$ cat config.mk
export PLATFORM = sky130hd
export DESIGN_NAME = plcp_transmitter
export DESIGN_NICKNAME = d
export VERILOG_FILES = /design/src/rtl/plcp_pkg.sv /design/src/rtl/plcp_transmitter_scrambler.sv /design/src/rtl/plcp_transmitter.sv
export SDC_FILE = /design/constraint.sdc
export NUM_CORES = 1
export LEC_CHECK = 0
export CELL_PAD_IN_SITES_DETAIL_PLACEMENT = 0
export CELL_PAD_IN_SITES_GLOBAL_PLACEMENT = 1
export CORE_UTILIZATION = 44
export CTS_BUF_LIST = sky130_fd_sc_hd__clkbuf_16
export CTS_CLUSTER_SIZE = 14
export DETAILED_ROUTE_END_ITERATION = 12
export PLACE_DENSITY = 0.77
export REMOVE_ABC_BUFFERS = 1
export SLEW_MARGIN = 5
export SYNTH_ARGS = -nofsm -noshare
export SYNTH_HDL_FRONTEND = slang
export SYNTH_SLANG_ARGS = --single-unit
$ cat constraint.sdc
create_clock -name Clock -period 4.1 [get_ports Clock]
set_clock_uncertainty 0.2 [all_clocks]
set_input_delay 0.82 -clock Clock [delete_from_list [all_inputs] [get_ports Clock]]
set_output_delay 0.82 -clock Clock [all_outputs]
set_load 0.1 [all_outputs]
$ cat src/rtl/plcp_pkg.sv
// Shared definitions for the 802.11a PLCP transmitter: state encoding, field lengths,
// RATE codes and the data-bits-per-symbol lookup.
package plcp_pkg;

    typedef enum logic [2:0] {
        ST_IDLE,
        ST_PREAMBLE,
        ST_SIGNAL,
        ST_SERVICE,
        ST_PSDU,
        ST_TAIL,
        ST_PAD
    } plcp_state_e;

    localparam int PREAMBLE_BITS = 96;
    localparam int SIGNAL_BITS   = 24;
    localparam int SERVICE_BITS  = 16;
    localparam int TAIL_BITS     = 6;

    localparam logic [3:0] RATE_6M  = 4'b1101;
    localparam logic [3:0] RATE_9M  = 4'b1111;
    localparam logic [3:0] RATE_12M = 4'b0101;
    localparam logic [3:0] RATE_18M = 4'b0111;
    localparam logic [3:0] RATE_24M = 4'b1001;
    localparam logic [3:0] RATE_36M = 4'b1011;
    localparam logic [3:0] RATE_48M = 4'b0001;
    localparam logic [3:0] RATE_54M = 4'b0011;

    function automatic logic rate_is_valid(input logic [3:0] rate);
        case (rate)
            RATE_6M, RATE_9M, RATE_12M, RATE_18M,
            RATE_24M, RATE_36M, RATE_48M, RATE_54M: rate_is_valid = 1'b1;
            default:                                rate_is_valid = 1'b0;
        endcase
    endfunction

    function automatic logic [7:0] n_dbps(input logic [3:0] rate);
        case (rate)
            RATE_6M:  n_dbps = 8'd24;
            RATE_9M:  n_dbps = 8'd36;
            RATE_12M: n_dbps = 8'd48;
            RATE_18M: n_dbps = 8'd72;
            RATE_24M: n_dbps = 8'd96;
            RATE_36M: n_dbps = 8'd144;
            RATE_48M: n_dbps = 8'd192;
            RATE_54M: n_dbps = 8'd216;
            default:  n_dbps = 8'd24;
        endcase
    endfunction

endpackage

$ cat src/rtl/plcp_transmitter_scrambler.sv
// 7-bit x^7+x^4+1 scrambler: synchronous load of the seed, per-bit advance, combinational bit-in/bit-out.
module tx_scrambler #(
    parameter logic [6:0] SEED = 7'b1111111
) (
    input  logic clk,
    input  logic rst,
    input  logic load,
    input  logic enable,
    input  logic bit_in,
    output logic bit_out
);

    logic [7:1] lfsr_q;
    logic [7:1] lfsr_d;
    logic       feedback;

    always_comb begin
        feedback = lfsr_q[7] ^ lfsr_q[4];
        bit_out  = bit_in ^ feedback;
        lfsr_d   = lfsr_q;
        if (load) begin
            lfsr_d = SEED;
        end else if (enable) begin
            lfsr_d = {lfsr_q[6:1], feedback};
        end
    end

    always_ff @(posedge clk) begin
        if (rst) begin
            lfsr_q <= SEED;
        end else begin
            lfsr_q <= lfsr_d;
        end
    end

endmodule

$ cat src/rtl/plcp_transmitter.sv
// Serial 802.11a PLCP frame builder: PREAMBLE, SIGNAL, SERVICE, PSDU, TAIL and, when
// TX_PAD_EN is defined, PAD up to a whole OFDM symbol. One bit per clock.
module plcp_transmitter
    import plcp_pkg::*;
#(
    parameter logic [6:0] SCRAMBLER_SEED = 7'b1111111,
    parameter logic [7:0] PREAMBLE_BYTE  = 8'hAA
) (
    input  logic        Clock,
    input  logic        Reset,
    input  logic        Start,
    input  logic [3:0]  Rate,
    input  logic [11:0] Length,
    input  logic [7:0]  Data_in,
    input  logic        Data_valid,
    output logic        Data_ready,
    output logic        Tx_bit,
    output logic        Tx_valid,
    output logic        Busy,
    output logic        Done,
    output logic        Error
);

    plcp_state_e state_q, state_d;
    logic [14:0] bit_cnt_q, bit_cnt_d;
    logic [3:0]  rate_q, rate_d;
    logic [11:0] len_q, len_d;
    logic [11:0] bytes_left_q, bytes_left_d;
    logic [7:0]  buf_q, buf_d;
    logic        buf_full_q, buf_full_d;
    logic [7:0]  cur_q, cur_d;
    logic        error_q, error_d;
    logic        done_q, done_d;
`ifdef TX_PAD_EN
    logic [7:0]  sym_q, sym_d;
    logic [7:0]  sym_last;
`endif

    logic        data_ready;
    logic        byte_xfer;
    logic        byte_start;
    logic        psdu_bit;
    logic        scr_in;
    logic        scr_out;
    logic        scr_load;
    logic        scr_en;
    logic        tx_bit;
    logic        tx_valid;
    logic        underrun;
    logic [23:0] signal_word;
    logic [14:0] psdu_last;

    // Byte handshake: a byte moves into the one-byte buffer on the cycle where
    // Data_valid and Data_ready are both high; Data_ready never depends on Data_valid.
    assign data_ready = ((state_q == ST_SERVICE) || (state_q == ST_PSDU)) &&
                        !buf_full_q && (bytes_left_q != 12'd0);
    assign byte_xfer  = Data_valid && data_ready;

    // The first bit of each byte comes straight from the buffer; the rest from the shifter.
    assign byte_start = (bit_cnt_q[2:0] == 3'd0);
    assign psdu_bit   = byte_start ? buf_q[0] : cur_q[0];
    assign scr_in     = (state_q == ST_PSDU) ? psdu_bit : 1'b0;

    assign signal_word = {rate_q, 1'b0, len_q, ^{rate_q, len_q}, 6'b000000};
    assign psdu_last   = {len_q, 3'b000} - 15'd1;
`ifdef TX_PAD_EN
    assign sym_last    = n_dbps(rate_q) - 8'd1;
`endif

    tx_scrambler #(
        .SEED(SCRAMBLER_SEED)
    ) u_scrambler (
        .clk    (Clock),
        .rst    (Reset),
        .load   (scr_load),
        .enable (scr_en),
        .bit_in (scr_in),
        .bit_out(scr_out)
    );

    always_comb begin
        state_d      = state_q;
        bit_cnt_d    = bit_cnt_q;
        rate_d       = rate_q;
        len_d        = len_q;
        bytes_left_d = bytes_left_q;
        buf_d        = buf_q;
        buf_full_d   = buf_full_q;
        cur_d        = cur_q;
        error_d      = error_q;
        done_d       = 1'b0;
        tx_bit       = 1'b0;
        tx_valid     = 1'b0;
        underrun     = 1'b0;
        scr_load     = 1'b0;
        scr_en       = 1'b0;
`ifdef TX_PAD_EN
        sym_d        = sym_q;
`endif

        if (byte_xfer) begin
            buf_d        = Data_in;
            buf_full_d   = 1'b1;
            bytes_left_d = bytes_left_q - 12'd1;
        end

        unique case (state_q)
            ST_IDLE: begin
                if (Start) begin
                    if ((Length != 12'd0) && rate_is_valid(Rate)) begin
                        state_d      = ST_PREAMBLE;
                        bit_cnt_d    = 15'd0;
                        rate_d       = Rate;
                        len_d        = Length;
                        bytes_left_d = Length;
                        buf_full_d   = 1'b0;
                        error_d      = 1'b0;
                    end else begin
                        error_d = 1'b1;
                    end
                end
            end
            ST_PREAMBLE: begin
                tx_valid = 1'b1;
                tx_bit   = PREAMBLE_BYTE[3'd7 - bit_cnt_q[2:0]];
                if (bit_cnt_q == 15'(PREAMBLE_BITS - 1)) begin
                    state_d   = ST_SIGNAL;
                    bit_cnt_d = 15'd0;
                end else begin
                    bit_cnt_d = bit_cnt_q + 15'd1;
                end
            end
            ST_SIGNAL: begin
                tx_valid = 1'b1;
                tx_bit   = signal_word[5'd23 - bit_cnt_q[4:0]];
                if (bit_cnt_q == 15'(SIGNAL_BITS - 1)) begin
                    state_d   = ST_SERVICE;
                    bit_cnt_d = 15'd0;
                    scr_load  = 1'b1;
                end else begin
                    bit_cnt_d = bit_cnt_q + 15'd1;
                end
            end
            ST_SERVICE: begin
                tx_valid = 1'b1;
                tx_bit   = scr_out;
                scr_en   = 1'b1;
                if (bit_cnt_q == 15'(SERVICE_BITS - 1)) begin
                    state_d   = ST_PSDU;
                    bit_cnt_d = 15'd0;
                end else begin
                    bit_cnt_d = bit_cnt_q + 15'd1;
                end
            end
            ST_PSDU: begin
                if (byte_start && !buf_full_q) begin
                    underrun = 1'b1;
                    error_d  = 1'b1;
                    state_d  = ST_IDLE;
                end else begin
                    tx_valid = 1'b1;
                    tx_bit   = scr_out;
                    scr_en   = 1'b1;
                    if (byte_start) begin
                        cur_d      = {1'b0, buf_q[7:1]};
                        buf_full_d = 1'b0;
                    end else begin
                        cur_d = {1'b0, cur_q[7:1]};
                    end
                    if (bit_cnt_q == psdu_last) begin
                        state_d   = ST_TAIL;
                        bit_cnt_d = 15'd0;
                    end else begin
                        bit_cnt_d = bit_cnt_q + 15'd1;
                    end
                end
            end
            ST_TAIL: begin
                // Tail bits flush the encoder, so they leave as zeros although the scrambler runs on.
                tx_valid = 1'b1;
                tx_bit   = 1'b0;
                scr_en   = 1'b1;
                if (bit_cnt_q == 15'(TAIL_BITS - 1)) begin
                    bit_cnt_d = 15'd0;
`ifdef TX_PAD_EN
                    if (sym_q == sym_last) begin
                        state_d = ST_IDLE;
                        done_d  = 1'b1;
                    end else begin
                        state_d = ST_PAD;
                    end
`else
                    state_d = ST_IDLE;
                    done_d  = 1'b1;
`endif
                end else begin
                    bit_cnt_d = bit_cnt_q + 15'd1;
                end
            end
`ifdef TX_PAD_EN
            ST_PAD: begin
                tx_valid = 1'b1;
                tx_bit   = scr_out;
                scr_en   = 1'b1;
                if (sym_q == sym_last) begin
                    state_d = ST_IDLE;
                    done_d  = 1'b1;
                end
            end
`endif
            default: begin
                state_d = ST_IDLE;
            end
        endcase

`ifdef TX_PAD_EN
        // Position within the OFDM symbol, counted from the first SERVICE bit.
        if (scr_load) begin
            sym_d = 8'd0;
        end else if (scr_en) begin
            sym_d = (sym_q == sym_last) ? 8'd0 : sym_q + 8'd1;
        end
`endif
    end

    always_ff @(posedge Clock) begin
        if (Reset) begin
            state_q      <= ST_IDLE;
            bit_cnt_q    <= 15'd0;
            rate_q       <= 4'd0;
            len_q        <= 12'd0;
            bytes_left_q <= 12'd0;
            buf_q        <= 8'd0;
            buf_full_q   <= 1'b0;
            cur_q        <= 8'd0;
            error_q      <= 1'b0;
            done_q       <= 1'b0;
`ifdef TX_PAD_EN
            sym_q        <= 8'd0;
`endif
        end else begin
            state_q      <= state_d;
            bit_cnt_q    <= bit_cnt_d;
            rate_q       <= rate_d;
            len_q        <= len_d;
            bytes_left_q <= bytes_left_d;
            buf_q        <= buf_d;
            buf_full_q   <= buf_full_d;
            cur_q        <= cur_d;
            error_q      <= error_d;
            done_q       <= done_d;
`ifdef TX_PAD_EN
            sym_q        <= sym_d;
`endif
        end
    end

    assign Data_ready = data_ready;
    assign Tx_bit     = tx_bit;
    assign Tx_valid   = tx_valid;
    assign Busy       = (state_q != ST_IDLE);
    assign Done       = done_q;
    assign Error      = error_q | underrun;

endmodule

==> impl_metrics.ini <==
[floorplan]
dieArea_sq_um = 9799
io_pins = 34
rows = 35
dieWidth_um = 98.99
die_h_um = 98.99
initial_core_util_pct = 45.01
coreArea_sq_um = 9196

[critical_path]
worstPathArrival_ns = 2.77
endpoint_kind = output pin
crit_buf_inv = 5
cp_slowest_cell = dfxtp_1
startpoint_type = register
critical_path_required_ns = 3.08
slowest_delay_ns = 0.41
crit_path_max_fanout = 10
ff2ff_path_depth = 7
worstPathCellList = inv_1 -> ha_1 -> nand2b_1 -> buf_4 -> nor2_1 -> inv_1 -> nand2_1 -> nand2_1 -> a222oi_1 -> o311ai_0 -> buf_4 -> buf_12
cp_top_family = buffers and inverters
worstSetupPathType = register to output pin
crit_cells = 12

[synthesis]
synthMuxAreaShare_pct = 7.195
synth_enable_flop_cells = 0
syn_area_per_cell_sq_um = 8.164
yosysSeqAreaShare_pct = 34.34
synth_xor_area_share_pct = 9.734
synth.distinct_cells = 62
synth_top_family_by_area = simple AND/OR/NAND/NOR gates
synth_compound_area_share_pct = 16.99
synth-simple-area-share_pct = 23.25
synth_fa_ha_area_share_pct = 3.325
yosysWarnings = 0
ys_seq_elements = 71
async_reset_ff_share_pct = 0
synth_top_cell_by_area = dfxtp_1
synthTopCellsByArea = dfxtp_1 (34%), xnor2_1 (6.3%), nand2_1 (6.1%)
syn_inst = 507
synth_flop_cell = dfxtp_1
yosysTopAreaCellShare_pct = 34.34
syn_area_sq_um = 4139

[routing]
vias = 3526
drc = 0
routed_via_density = 5.467
drtPass1Iterations = 4
wl_per_cell_um = 15.16
drt_iter0_markers = 123
totalWireLength_mm = 9.780
antenna_left = 0

[sta]
fin_crit_ns = 3.794
max_freq_mhz = 263.6
finalMaxSlewViolations = 0
relSlewSlack_pct = 35.52
hold_ws_ns = 0.2727
hold_viol_final = 0
fin_ws_ns = 0.3065
worstMarginPinSlew_ns = 0.9641
finalSetupViolations = 0
finalCritPeriodShare_pct = 92.53
rsz0062_at_grt = false

[job]
drv_cap = 0

[clocking]
numClockSinks = 71
cts_buffer_depth = 2
clkLatencyLatePin_ns = 0.32
hold_buffers = 0
post_cts_resize_count = 0
cts_tree = built
cts_setup_buffers = 0
cts.clk_slew.worst_paths_ns = 0.06
cts-root-buf = clkbuf_16
cts_buffers = 9
htreeDepth = 3

[pwr]
ir_drop_mv = 0.5212
power_leakage_nw = 1.819
p_per_area_nw_per_um2 = 558.5

[cells_and_area]
drive_above_1_share_pct = 8.052
layout.nets = 568
fillers = 907
final_core_util_pct = 52.56
syn_to_final_growth_pct = 16.78
fin_area_sq_um = 4833
antennaDiodeCount = 0

[place]
portBuffers = 33
detailed_place_hpwl_mm = 7.198
place_area_sq_um = 4546
place_ws_ns = 0.6600
gp_congestion = 0.8598

[outcome]
status = complete, no violations

[grt]
busiest_layer = met2
grt_util_met3_pct = 3.759
grtUsageMet1_pct = 30.06
grtUsageMet2_pct = 34.70
grt_pass1_wl_mm = 16.93
antenna_found_initial = 0
first_global_vias = 3421
grt-ovfl-total = 0
track_usage_pct = 21.63
grt_max_degree = 43

[hold_path]
worstHoldPathCells = 2
worstHoldPathType = register to register
through the flow:
stage / cells / TNS, ns / power (mW)
final: 645 / 0 / 2.699
after global routing: 645 / 0 / 2.866
after CTS: 645 / 0 / 2.720
after detailed placement: 629 / 0 / 1.954
after global placement: 629 / 0 / 1.945
after floorplan: 476 / -2.363 / 1.662
worst register-to-register path: stages, from the launching register on:
cell,delay [ns]
dfxtp_1,0.37
nor4_1,0.50
nand3_1,0.19
nor4_1,0.45
o221a_2,0.44
inv_1,0.12
a21oi_2,0.55
a211oi_1,0.16
final cells by class:
class,count,area [sq um],area share (%)
timing repair buffer,42,395.4,8.180
clock inverter,7,62.56,1.294
clock buffer,9,225.2,4.660
sequential,71,1421,29.41
multi-input combinational,382,2504,51.80
tap,111,138.9,2.873
inverter,23,86.33,1.786
sequential cells by signal, indices dropped and copies added (netlist names):
register,count
len_q,12
bit_cnt_q,15
state_q,3
u_scrambler.lfsr_q,7
error_q,1
cur_q,7
buf_full_q,1
buf_q,8
Done,1
rate_q,4
bytes_left_q,12
cell usage after synthesis (all sizes together) (3+ instances only):
library cell,number
buf,6
or4,3
a21o,6
nand2b,6
a31oi,3
nand2,67
and2,4
nor2b,5
ha,11
and3,3
nor4,12
nand3,10
nand4,7
o31ai,3
a211oi,17
a21oi,27
clkbuf,25
inv,23
a22oi,3
o21ai,17
mux2i,23
xor2,16
mux4,3
dfxtp,71
nor3,12
nor2,56
or3,7
xnor2,30
o2bb2ai,5
metal layers:
metal  share of wire, %  up-vias
met3                3.2        7
met1                 50     1640
met4               0.94        0
met2                 46       59
met5                  0        -
li1                   -     1820
kinds of logic after synthesis:
group,after synthesis
xor gates and xnor gates,46
buffers and inverters,54
muxes,26
and+or+nand+nor,199
DFF,71
adders and majority gates,11
AOI/OAI and AO/OA,100
path summary, 6_finish.rpt:
path	endpoint	start	slack, ns
hold / removal	u_scrambler.lfsr_q[7]	u_scrambler.lfsr_q[6]	0.27
setup reg to reg	bit_cnt_q[14]	bit_cnt_q[8]	0.96
hold reg to reg	u_scrambler.lfsr_q[7]	u_scrambler.lfsr_q[6]	0.27
setup / recovery	Tx_bit	bit_cnt_q[0]	0.31
power breakdown:
group	switching, mW	internal [mW]
Sequential	0.106	0.760
Combinational	0.660	0.415
Clock	0.293	0.465
cell usage in the layout, fill, tap and decap left out, types with 5 or more instances in the layout:
master / count
a211oi_1: 16
a21o_1: 6
a21oi_1: 25
buf_4: 12
clkbuf_16: 9
clkdlybuf4s50_1: 28
dfxtp_1: 71
ha_1: 11
inv_1: 23
mux2i_1: 23
nand2_1: 67
nand2b_1: 6
nand3_1: 10
nand4_1: 7
nor2_1: 56
nor2b_1: 5
nor3_1: 10
nor4_1: 10
o21ai_0: 11
o21ai_1: 6
o2bb2ai_1: 5
or3_1: 7
xnor2_1: 30
xor2_1: 16
Note: power is estimated with default switching activity, not from simulation.
